--- src/rtl/ifetch_pkg.sv ---
// Shared fetch-front-end constants and FSM state encoding.
package ifetch_pkg;
  localparam int          IF_ADDR_W    = 16;
  localparam int          IF_INSTR_W   = 16;
  localparam logic [15:0] IF_RESET_VEC = 16'h0000;

  typedef enum logic [1:0] {
    ST_RUN  = 2'd0,
    ST_WAIT = 2'd1,
    ST_KILL = 2'd2
  } state_e;
endpackage

--- src/rtl/ifetch_if.sv ---
// Instruction-memory read port and decode hand-off port of the fetch unit.
interface ifetch_imem_if
  import ifetch_pkg::*;
#(
  parameter int ADDR_W  = IF_ADDR_W,
  parameter int INSTR_W = IF_INSTR_W
) ();
  logic               imem_re;
  logic [ADDR_W-1:0]  imem_addr;
  logic               imem_vld;
  logic [INSTR_W-1:0] imem_rdata;

  modport master (output imem_re, imem_addr, input imem_vld, imem_rdata);
  modport slave  (input imem_re, imem_addr, output imem_vld, imem_rdata);
endinterface

interface ifetch_dec_if
  import ifetch_pkg::*;
#(
  parameter int ADDR_W  = IF_ADDR_W,
  parameter int INSTR_W = IF_INSTR_W
) ();
  logic               instr_vld;
  logic               instr_rdy;
  logic [INSTR_W-1:0] instr;
  logic [ADDR_W-1:0]  instr_pc;

  modport master (output instr_vld, instr, instr_pc, input instr_rdy);
  modport slave  (input instr_vld, instr, instr_pc, output instr_rdy);
endinterface

--- src/rtl/ifetch_fifo.sv ---
// DEPTH-entry circular buffer of {pc, instr}; flush empties it in one cycle.
module ifetch_fifo #(
  parameter int DEPTH = 4,
  parameter int W     = 32
) (
  input  logic                       clk,
  input  logic                       rst_n,
  input  logic                       flush,
  input  logic                       push,
  input  logic                       pop,
  input  logic [W-1:0]               wdata,
  output logic [W-1:0]               rdata,
  output logic [$clog2(DEPTH+1)-1:0] count,
  output logic                       empty
);
  localparam int PTR_W = $clog2(DEPTH);
  localparam int CNT_W = $clog2(DEPTH+1);

  logic [PTR_W-1:0]          rd_ptr_q, rd_ptr_d, wr_ptr_q, wr_ptr_d;
  logic [CNT_W-1:0]          count_q, count_d;
  logic [DEPTH-1:0][W-1:0]   mem_q, mem_d;

  // Explicit wrap so non-power-of-two depths work.
  function automatic logic [PTR_W-1:0] nxt(input logic [PTR_W-1:0] p);
    return (p == PTR_W'(DEPTH-1)) ? '0 : p + PTR_W'(1);
  endfunction

  always_comb begin
    rd_ptr_d = rd_ptr_q;
    wr_ptr_d = wr_ptr_q;
    count_d  = count_q;
    mem_d    = mem_q;
    if (flush) begin
      rd_ptr_d = '0;
      wr_ptr_d = '0;
      count_d  = '0;
    end else begin
      if (push) begin
        mem_d[wr_ptr_q] = wdata;
        wr_ptr_d        = nxt(wr_ptr_q);
      end
      if (pop) rd_ptr_d = nxt(rd_ptr_q);
      case ({push, pop})
        2'b10:   count_d = count_q + CNT_W'(1);
        2'b01:   count_d = count_q - CNT_W'(1);
        default: count_d = count_q;
      endcase
    end
  end

  always_ff @(posedge clk) begin
    if (!rst_n) begin
      rd_ptr_q <= '0;
      wr_ptr_q <= '0;
      count_q  <= '0;
    end else begin
      rd_ptr_q <= rd_ptr_d;
      wr_ptr_q <= wr_ptr_d;
      count_q  <= count_d;
    end
  end

  always_ff @(posedge clk) mem_q <= mem_d;

  assign rdata = mem_q[rd_ptr_q];
  assign count = count_q;
  assign empty = (count_q == '0);
endmodule

--- src/rtl/ifetch_unit.sv ---
// Fetch PC, single-outstanding read FSM with kill, queue to decode, redirect and halt.
// IFETCH_BYPASS_EN: forward a response straight to decode when the queue is empty.
module ifetch_unit
  import ifetch_pkg::*;
#(
  parameter int                ADDR_W    = IF_ADDR_W,
  parameter int                INSTR_W   = IF_INSTR_W,
  parameter int                DEPTH     = 4,
  parameter logic [ADDR_W-1:0] RESET_VEC = ADDR_W'(IF_RESET_VEC)
) (
  input  logic                clk,
  input  logic                rst_n,
  ifetch_imem_if.master       imem,
  ifetch_dec_if.master        dec,
  input  logic                redir,
  input  logic [ADDR_W-1:0]   redir_addr,
  input  logic                hlt,
  output logic                halted
);
  localparam int CNT_W = $clog2(DEPTH+1);
  localparam int ENT_W = ADDR_W + INSTR_W;

  state_e            state_q, state_d;
  logic [ADDR_W-1:0] fetch_pc_q, fetch_pc_d, pend_pc_q, pend_pc_d;
  logic              issue, resp, push, pop, byp, empty;
  logic [CNT_W-1:0]  count;
  logic [CNT_W:0]    occ;
  logic [ENT_W-1:0]  head;

  assign resp = (state_q == ST_WAIT) && imem.imem_vld;
  // Queue slots already promised: stored entries plus the read in flight.
  assign occ  = {1'b0, count} + {{CNT_W{1'b0}}, (state_q == ST_WAIT)};
  assign issue = rst_n && ((state_q == ST_RUN) || resp) && !hlt && !redir
                 && (occ < (CNT_W+1)'(DEPTH));

`ifdef IFETCH_BYPASS_EN
  assign byp = rst_n && resp && empty && !redir;
`else
  assign byp = 1'b0;
`endif

  assign dec.instr_vld = rst_n && (byp || !empty);
  assign dec.instr     = byp ? imem.imem_rdata : head[INSTR_W-1:0];
  assign dec.instr_pc  = byp ? pend_pc_q : head[ENT_W-1:INSTR_W];
  assign push = resp && !redir && !(byp && dec.instr_rdy);
  assign pop  = dec.instr_vld && dec.instr_rdy && !byp;

  assign imem.imem_re   = issue;
  assign imem.imem_addr = fetch_pc_q;
  assign halted         = hlt && (state_q == ST_RUN);

  ifetch_fifo #(.DEPTH(DEPTH), .W(ENT_W)) u_fifo (
    .clk   (clk),
    .rst_n (rst_n),
    .flush (redir),
    .push  (push),
    .pop   (pop),
    .wdata ({pend_pc_q, imem.imem_rdata}),
    .rdata (head),
    .count (count),
    .empty (empty)
  );

  always_comb begin
    state_d    = state_q;
    fetch_pc_d = fetch_pc_q;
    pend_pc_d  = pend_pc_q;
    if (redir) begin
      fetch_pc_d = redir_addr;
      case (state_q)
        ST_WAIT, ST_KILL: state_d = imem.imem_vld ? ST_RUN : ST_KILL;
        default:          state_d = ST_RUN;
      endcase
    end else begin
      case (state_q)
        ST_RUN:  if (issue) state_d = ST_WAIT;
        ST_WAIT: if (imem.imem_vld) state_d = issue ? ST_WAIT : ST_RUN;
        ST_KILL: if (imem.imem_vld) state_d = ST_RUN;
        default: state_d = ST_RUN;
      endcase
      if (issue) begin
        pend_pc_d  = fetch_pc_q;
        fetch_pc_d = fetch_pc_q + ADDR_W'(1);
      end
    end
  end

  always_ff @(posedge clk) begin
    if (!rst_n) begin
      state_q    <= ST_RUN;
      fetch_pc_q <= RESET_VEC;
      pend_pc_q  <= '0;
    end else begin
      state_q    <= state_d;
      fetch_pc_q <= fetch_pc_d;
      pend_pc_q  <= pend_pc_d;
    end
  end
endmodule

--- src/flat_wrapper.sv ---
// flat-port wrapper written by rule: the top's interface ports become plain ports
module ifetch_unit_flat import ifetch_pkg::*;
#(
  parameter int                ADDR_W    = IF_ADDR_W,
  parameter int                INSTR_W   = IF_INSTR_W,
  parameter int                DEPTH     = 4,
  parameter logic [ADDR_W-1:0] RESET_VEC = ADDR_W'(IF_RESET_VEC)
)
  (clk, rst_n, redir, redir_addr, hlt, halted, imem_imem_re, imem_imem_addr, imem_imem_vld, imem_imem_rdata, dec_instr_vld, dec_instr, dec_instr_pc, dec_instr_rdy);
  ifetch_imem_if #(.ADDR_W(ADDR_W), .INSTR_W(INSTR_W)) imem_i ();
  ifetch_dec_if #(.ADDR_W(ADDR_W), .INSTR_W(INSTR_W)) dec_i ();
  input  logic clk;
  input  logic rst_n;
  input  logic redir;
  input  logic [ADDR_W-1:0] redir_addr;
  input  logic hlt;
  output logic halted;
  output wire logic [$bits(imem_i.imem_re)-1:0] imem_imem_re;
  output wire logic [$bits(imem_i.imem_addr)-1:0] imem_imem_addr;
  input wire logic [$bits(imem_i.imem_vld)-1:0] imem_imem_vld;
  input wire logic [$bits(imem_i.imem_rdata)-1:0] imem_imem_rdata;
  output wire logic [$bits(dec_i.instr_vld)-1:0] dec_instr_vld;
  output wire logic [$bits(dec_i.instr)-1:0] dec_instr;
  output wire logic [$bits(dec_i.instr_pc)-1:0] dec_instr_pc;
  input wire logic [$bits(dec_i.instr_rdy)-1:0] dec_instr_rdy;
  assign imem_imem_re = imem_i.imem_re;
  assign imem_imem_addr = imem_i.imem_addr;
  assign imem_i.imem_vld = imem_imem_vld;
  assign imem_i.imem_rdata = imem_imem_rdata;
  assign dec_instr_vld = dec_i.instr_vld;
  assign dec_instr = dec_i.instr;
  assign dec_instr_pc = dec_i.instr_pc;
  assign dec_i.instr_rdy = dec_instr_rdy;
  ifetch_unit #(.ADDR_W(ADDR_W), .INSTR_W(INSTR_W), .DEPTH(DEPTH), .RESET_VEC(RESET_VEC)) u_core (.clk(clk), .rst_n(rst_n), .imem(imem_i), .dec(dec_i), .redir(redir), .redir_addr(redir_addr), .hlt(hlt), .halted(halted));
endmodule
--- config.mk ---
export PLATFORM = sky130hd
export DESIGN_NAME = ifetch_unit_flat
export DESIGN_NICKNAME = d
export VERILOG_FILES = /design/src/rtl/ifetch_pkg.sv /design/src/rtl/ifetch_if.sv /design/src/rtl/ifetch_fifo.sv /design/src/rtl/ifetch_unit.sv /design/src/flat_wrapper.sv
export SDC_FILE = /design/constraint.sdc
export NUM_CORES = 1
export LEC_CHECK = 0
export ABC_CLOCK_PERIOD_IN_PS = 2900
export CORE_MARGIN = 2
export CORE_UTILIZATION = 55
export CTS_CLUSTER_SIZE = 10
export DETAILED_ROUTE_END_ITERATION = 12
export PLACE_DENSITY = 0.8
export SYNTH_ARGS = -nofsm -noshare
export SYNTH_HDL_FRONTEND = slang
export SYNTH_SLANG_ARGS = --single-unit
export TNS_END_PERCENT = 10
--- constraint.sdc ---
create_clock -name clk -period 2.9 [get_ports clk]
set_clock_uncertainty 0.15 [all_clocks]
set_input_delay 0.87 -clock clk [delete_from_list [all_inputs] [get_ports clk]]
set_output_delay 0.87 -clock clk [all_outputs]
set_load 0.1 [all_outputs]
== Word-level counts from Yosys, hierarchy flattened ==
Index checks and enable logic that the tools add are counted.
Storage, ports and cells
  register bits after elaboration: 169
  input port bits: 38
  output and inout port bits: 51
  logic and storage cells: 72
Cells by class
  add/subtract/negate cells: 6
  order comparisons: 4
  equal/unequal tests: 9
  multiplexer cells: 18
  bitwise logic cells: 2
  reduce and logical (&&, ||, !) cells: 23
Operators by type and width (count)
  128-bit bitwise mux: 1
  32-bit binary-select mux with 2-bit select: 1
  32-bit demux with 2-bit select: 1
  32-bit 2-to-1 mux: 2
  16-bit 2-to-1 mux: 2
  16-bit by 1-bit adder with 16-bit output, second input constant: 1
  2-bit 2-to-1 mux: 8
  1-bit logical AND: 10
  2-bit equality test, second input constant: 4
  2-bit by 3-bit < comparator with 1-bit output, second input constant: 2
  3-bit != test, second input constant: 2
  2-bit one-hot mux with 3 select lines: 1
  3-bit one-hot mux with 2 select lines: 1
  2-bit by 1-bit adder with 2-bit output, second input constant: 2
  3-bit by 1-bit adder with 4-bit output: 1
  2-bit by 1-bit equality test with 1-bit output, second input constant: 2
  4-bit by 3-bit < comparator with 1-bit output, second input constant: 1
  2-bit AND reduction: 2
  2-bit nonzero test: 2
  2-bit OR reduction: 2
  3-bit by 1-bit adder with 3-bit output, second input constant: 1
  1-bit zero test: 3
  3-bit zero test: 1
  3-bit by 2-bit != test with 1-bit output, second input constant: 1
  other kinds (7): 8

== Logic depth before layout (Yosys ltp) ==
  depth after elaboration: 11
  gate-level depth with buffers: 11
  gate-level depth less buffers: 11

== By module ==
Synthesis repeated with hierarchy kept, for this count alone.
Unflattened totals
  cell total of the unflattened synthesis: 436
  area total of the unflattened synthesis: 6786.5 µm²
By module, submodules not included
  ifetch_fifo: times used 1, cells each 214, area an instance 5076.1 µm², seq. area each 3983.8 µm²
  ifetch_unit: times used 1, cells each 222, area an instance 1710.4 µm², seq. area each 680.7 µm²

== Least setup slack after synthesis ==
OpenSTA, ideal clock, no wires.
  path kind: input -> register
  start point: in rst_n
  end point: reg u_core.u_fifo.count_q[2], in the netlist u_core.u_fifo.count[2]
  library setup time: 71 ps
  data arrival time: 3333 ps
  data required time: 2679 ps
  path slack: -654 ps
  stages on the path: 10
  buffers on the path: 1
  cells stage by stage: buf_2 o31a_1 nand2_1 inv_1 ha_1 inv_1 fa_1 xor2_1 or3_1 a21oi_1
On the way
  longest elaborated chain between the ends: 4
  elaborated cells between the ends (all ways): 8
  those cells by class: 2 x eq/ne; 1 x mux; 1 x bitwise; 4 x reduce/logical
RTL lines
  from (decl): RTL line flat_wrapper.sv:13  | input logic rst_n;
  1-bit logical AND (*): RTL line ifetch_unit.sv:42  | assign dec.instr_vld = rst_n && (byp || !empty);
  net dec_instr_vld: RTL line flat_wrapper.sv:22  | output wire logic [$bits(dec_i.instr_vld)-1:0] dec_instr_vld;
  1-bit logical AND (*): RTL line ifetch_unit.sv:46  | assign pop = dec.instr_vld && dec.instr_rdy && !byp;
  net u_core.pop: RTL line ifetch_unit.sv:25  | logic issue, resp, push, pop, byp, empty;
  2-bit by 1-bit equality test with 1-bit output or 2-bit equality test (tied branches): RTL line ifetch_fifo.sv:43  | case ({push, pop})
  3-bit one-hot mux with 2 select lines or 2-bit nonzero test (tied branches)
  to (signal assigned): RTL line ifetch_fifo.sv:59  | count_q <= count_d;
  to (decl): RTL line ifetch_fifo.sv:20  | logic [CNT_W-1:0] count_q, count_d;
The timed path passes the listed nets; every way through them passes the cells marked *.
A chain may end at the register's enable or synchronous reset.

== Worst setup path in the final report ==
  start point: reg u_core.u_fifo.rd_ptr_q[0]
  end point: out dec_instr_pc[9]
On the way
  longest elaborated chain between the ends: 2
RTL lines
  from (decl): RTL line ifetch_fifo.sv:19  | logic [PTR_W-1:0] rd_ptr_q, rd_ptr_d, wr_ptr_q, wr_ptr_d;
  from (signal assigned): RTL line ifetch_fifo.sv:57  | rd_ptr_q <= rd_ptr_d;
  32-bit binary-select mux with 2-bit select: RTL line ifetch_fifo.sv:65  | assign rdata = mem_q[rd_ptr_q];
  32-bit 2-to-1 mux (not written as such): RTL line ifetch_fifo.sv:65
  to (decl): RTL line flat_wrapper.sv:24  | output wire logic [$bits(dec_i.instr_pc)-1:0] dec_instr_pc;
No other way between the ends. The select of a mux whose other input is x is not followed.

==> key figures <==
Cells and area
  • Final Non-Filler Cells: roughly 720
  • # nets final: approximately 600
  • Area Overhead vs Synth: 31.3%
  • Share of layout cells above drive strength 1: about a quarter
  • Filler instances: 714
  • FF/Latch Area: around 0.0047 mm^2
  • Area occupied by multi-input gates: 0.00195 mm^2
  • Final Cell Area: just under 0.009 mm^2
  • Antenna diodes: 0

Hold path
  • Hold Path Cell Cnt: 2
  • Worst hold-check path type: flop to flop
  • Worst Hold Endpoint: u_core.pend_pc_q[14]
  • HP Start: u_core.pend_pc_q[14]

Drt
  • DRC Markers: 0
  • Drt pass-1 iters: 5
  • DRT Wirelength: between 10000 and 15000 um
  • DR WL/cell: roughly 20 um
  • Antenna viol nets, final: 0
  • Initial DRC Count: a little under 300
  • DR vias: 4161
  • Number of vias per cell: ~5.8

Synthesis
  • Cells after Synth: approximately 440
  • Synth area leader: edfxtp_1
  • Syn. warnings: 0
  • Library cells used by synthesis: 47
  • Synth area leaders: edfxtp_1, dfxtp_1, mux4_2, nand2_1, a21oi_1
  • Synth async-reset ratio: 0%
  • Synthesized cell area: approximately 0.0068 mm^2
  • Syn nets: roughly 500
  • Syn avg cell area: around 15 um^2
  • Area share of the largest cell type after synthesis: a little under three fifths
  • Register area share after synthesis: 69.1%
  • Ys flop type: edfxtp_1
  • EDFF count, synth: between 100 and 150
  • Synthesized flop and latch total: approximately 170

Placement
  • Hpwl dp: between 9000 and 10000 um
  • DP Area: ~0.0083 mm^2
  • Post-Place Setup Slack: -220 ps
  • Routability Congestion: approximately 0.81
  • PortBufs: 88
  • Placed Cells: between 600 and 700

Timing
  • Worst-Margin Slew: around 350 ps
  • Fmax: between 300 and 400 MHz
  • Tmin final: between 2000 and 3000 ps
  • Slew headroom: 76.9%
  • Fin crit share: roughly 100%
  • Fin. max-slew vios: 0
  • Hold Vio Cnt, Final: 0
  • Post-route setup slack: 72.8 ps
  • Hold WS: 356 ps
  • Final setup fails: 0
  • Unrepaired setup endpoints after global routing: no

Global routing
  • All-Layer GR Usage: a little under a quarter
  • Grt total ovfl: 0
  • Vias in the first global route: between 4000 and 5000
  • Initial antenna violation count: 0
  • Largest net degree at the start of global routing: 31
  • First-pass GRT wire length: 22700 um

Worst setup path
  • WP data required: between 1500 and 2000 ps
  • Critical R2R Launch: u_core.state_q[1]
  • Reg2reg setup slack: about 550 ps
  • Crit Path Category: flop to output pin
  • Worst R2R End: u_core.u_fifo.count[2]
  • Worst Setup Start Kind: flop
  • Crit path capture type: output pin
  • Critical-path maximum fanout: 26
  • Cells on worst reg2reg path: 11
  • Critical Path AT: approximately 1800 ps

Clock tree
  • Total CTS buffers: 17
  • Clk Latency, worst-skew pair: approximately 430 ps
  • Clock slew at reported path FFs: 60 ps
  • Clock Tree Root: clkbuf_16
  • Depth of the CTS H-tree: 4
  • Maximum root-to-sink buffer count: 2
  • CTS tree: done
  • Clk sink count: 169

Flow run
  • MaxCap Viol Count: 0

Floorplan
  • IO Count: a little under 90
  • CORE AREA: 0.0120 mm^2
  • Die H: 115 um
  • Initial Utilization: a little under three fifths
  • Die X: 115 um
  • Row count: 40
  • Die area: roughly 0.013 mm^2

Power and ir drop
  • Max VDD drop: between 400 and 500 uV
  • Power per Cell Area: a little under 600 mW/mm^2
  • Static Leak: a little under 3 nW

Status
  • Status: finished, final reports clean
[report_power, final]
part / total [W] / internal [W] / switching [W] / leakage, nW
Sequential: 0.00265 / 0.00262 / 0.0000367 / 1.42
Clock: 0.00211 / 0.00119 / 0.000925 / 0.256
Combinational: 0.000419 / 0.000144 / 0.000274 / 1.27
Total: 0.00518 / 0.00395 / 0.00124 / 2.95
[metrics by stage]
stage / utilization [%] / TNS (ps) / total power [W]
global placement: 69.2 / -326 / 0.00311
detailed placement: 69.2 / -479 / 0.00312
floorplan: - / -58.7 / 0.00295
global route: 73.8 / 0 / 0.00533
finish: 73.8 / 0 / 0.00518
CTS: 73.8 / 0 / 0.00522
[cell type report]
type                    instances  share of cell area [%]
repair buffers                116                    16.5
flip-flops and latches        169                    52.6
multi-input cells             238                    22.0
clock inverters                13                    1.35
clock buffers                  19                    4.88
well taps                     147                    2.07
inverters                      13                   0.550
[Yosys cell counts, types with 7 or more instances]
cell type / count
a21oi_1: 33
buf_2: 8
clkbuf_1: 12
dfxtp_1: 41
edfxtp_1: 128
ha_1: 10
inv_1: 11
mux4_2: 32
nand2_1: 63
nand3_1: 11
nor2_1: 7
[state kept, by name, indices dropped and copies added (netlist names)]
signal / count
u_core.pend_pc_q: 16
u_core.u_fifo.rd_ptr_q: 2
u_core.u_fifo.count: 3
u_core.imem.imem_addr: 16
u_core.u_fifo.wr_ptr_q: 2
u_core.state_q: 2
u_core.u_fifo.mem_q: 128
[layer usage]
metal / GRT usage (%) / vias to the layer above / routed length (um)
li1: - / 1932 / -
met1: 29.2 / 2072 / 5730
met2: 40.6 / 140 / 7620
met3: 5.43 / 17 / 739
met4: 9.32 / 0 / 240
met5: 0 / - / 0
[logic make-up (layout without fill, tap and decap cells)]
family,after synthesis,after routing,synth area share (%)
AO/OA/AOI/OAI,73,73,6.60
XOR/XNOR,3,3,0.389
adder cells (fa/ha/maj),11,11,2.15
buffers and inverters,35,161,2.26
flip-flops,169,169,69.1
multiplexers,34,34,11.0
AND/OR/NAND/NOR,117,117,8.58
[how the worst max path moves through the flow]
| stage | from | to | slack, ps | depth (start not counted) |
|---|---|---|---|---|
| after floorplan | rst_n | u_core.u_fifo.count[2] | -60 | 10 |
| after global placement | rst_n | imem_imem_re | -160 | 5 |
| after detailed placement | rst_n | u_core.u_fifo.count[2] | -220 | 10 |
| after CTS | redir | imem_imem_re | 30 | 5 |
| after global routing | rst_n | imem_imem_re | 2 | 5 |
| final | u_core.u_fifo.rd_ptr_q[0] | dec_instr_pc[9] | 70 | 3 |
[what timing repair did]
| action | in CTS | in global routing |
|---|---|---|
| endpoints found under the setup margin | 1 | 1 |
| hold buffers | 0 | 0 |
| hold endpoints to repair | 0 | 0 |
| buffers inserted | 0 | 0 |
| pin swaps | 2 | 2 |
| resized for setup | 4 | 2 |
[worst max-delay path, cell delays in order (launching register included)]
cell	delay [ps]
dfxtp_2	350
buf_12	240
mux4_2	590
buf_12	190
[layout by cell type (no fill, tap or decap), types with 3 or more instances in the layout]
cell / Yosys / layout
clkdlybuf4s50_1: 0 / 33
a22oi_1: 4 / 4
dfxtp_1: 41 / 39
and3_1: 4 / 4
and4_1: 4 / 4
mux4_2: 32 / 32
inv_6: 0 / 4
o31ai_1: 3 / 3
ha_1: 10 / 10
o2bb2ai_1: 4 / 4
a21oi_1: 33 / 33
clkinvlp_4: 0 / 4
buf_12: 0 / 40
nand3_1: 11 / 11
inv_1: 11 / 11
o21ai_0: 6 / 6
nand2_1: 63 / 63
or3_1: 4 / 4
nand4_1: 3 / 3
a31oi_1: 6 / 6
clkinv_1: 1 / 3
o22ai_1: 4 / 4
and2_2: 0 / 4
nor2_1: 7 / 7
clkbuf_16: 0 / 17
edfxtp_1: 128 / 128
nor3_1: 4 / 4
buf_4: 1 / 39
No activity file was read; power rests on OpenSTA's default activity.
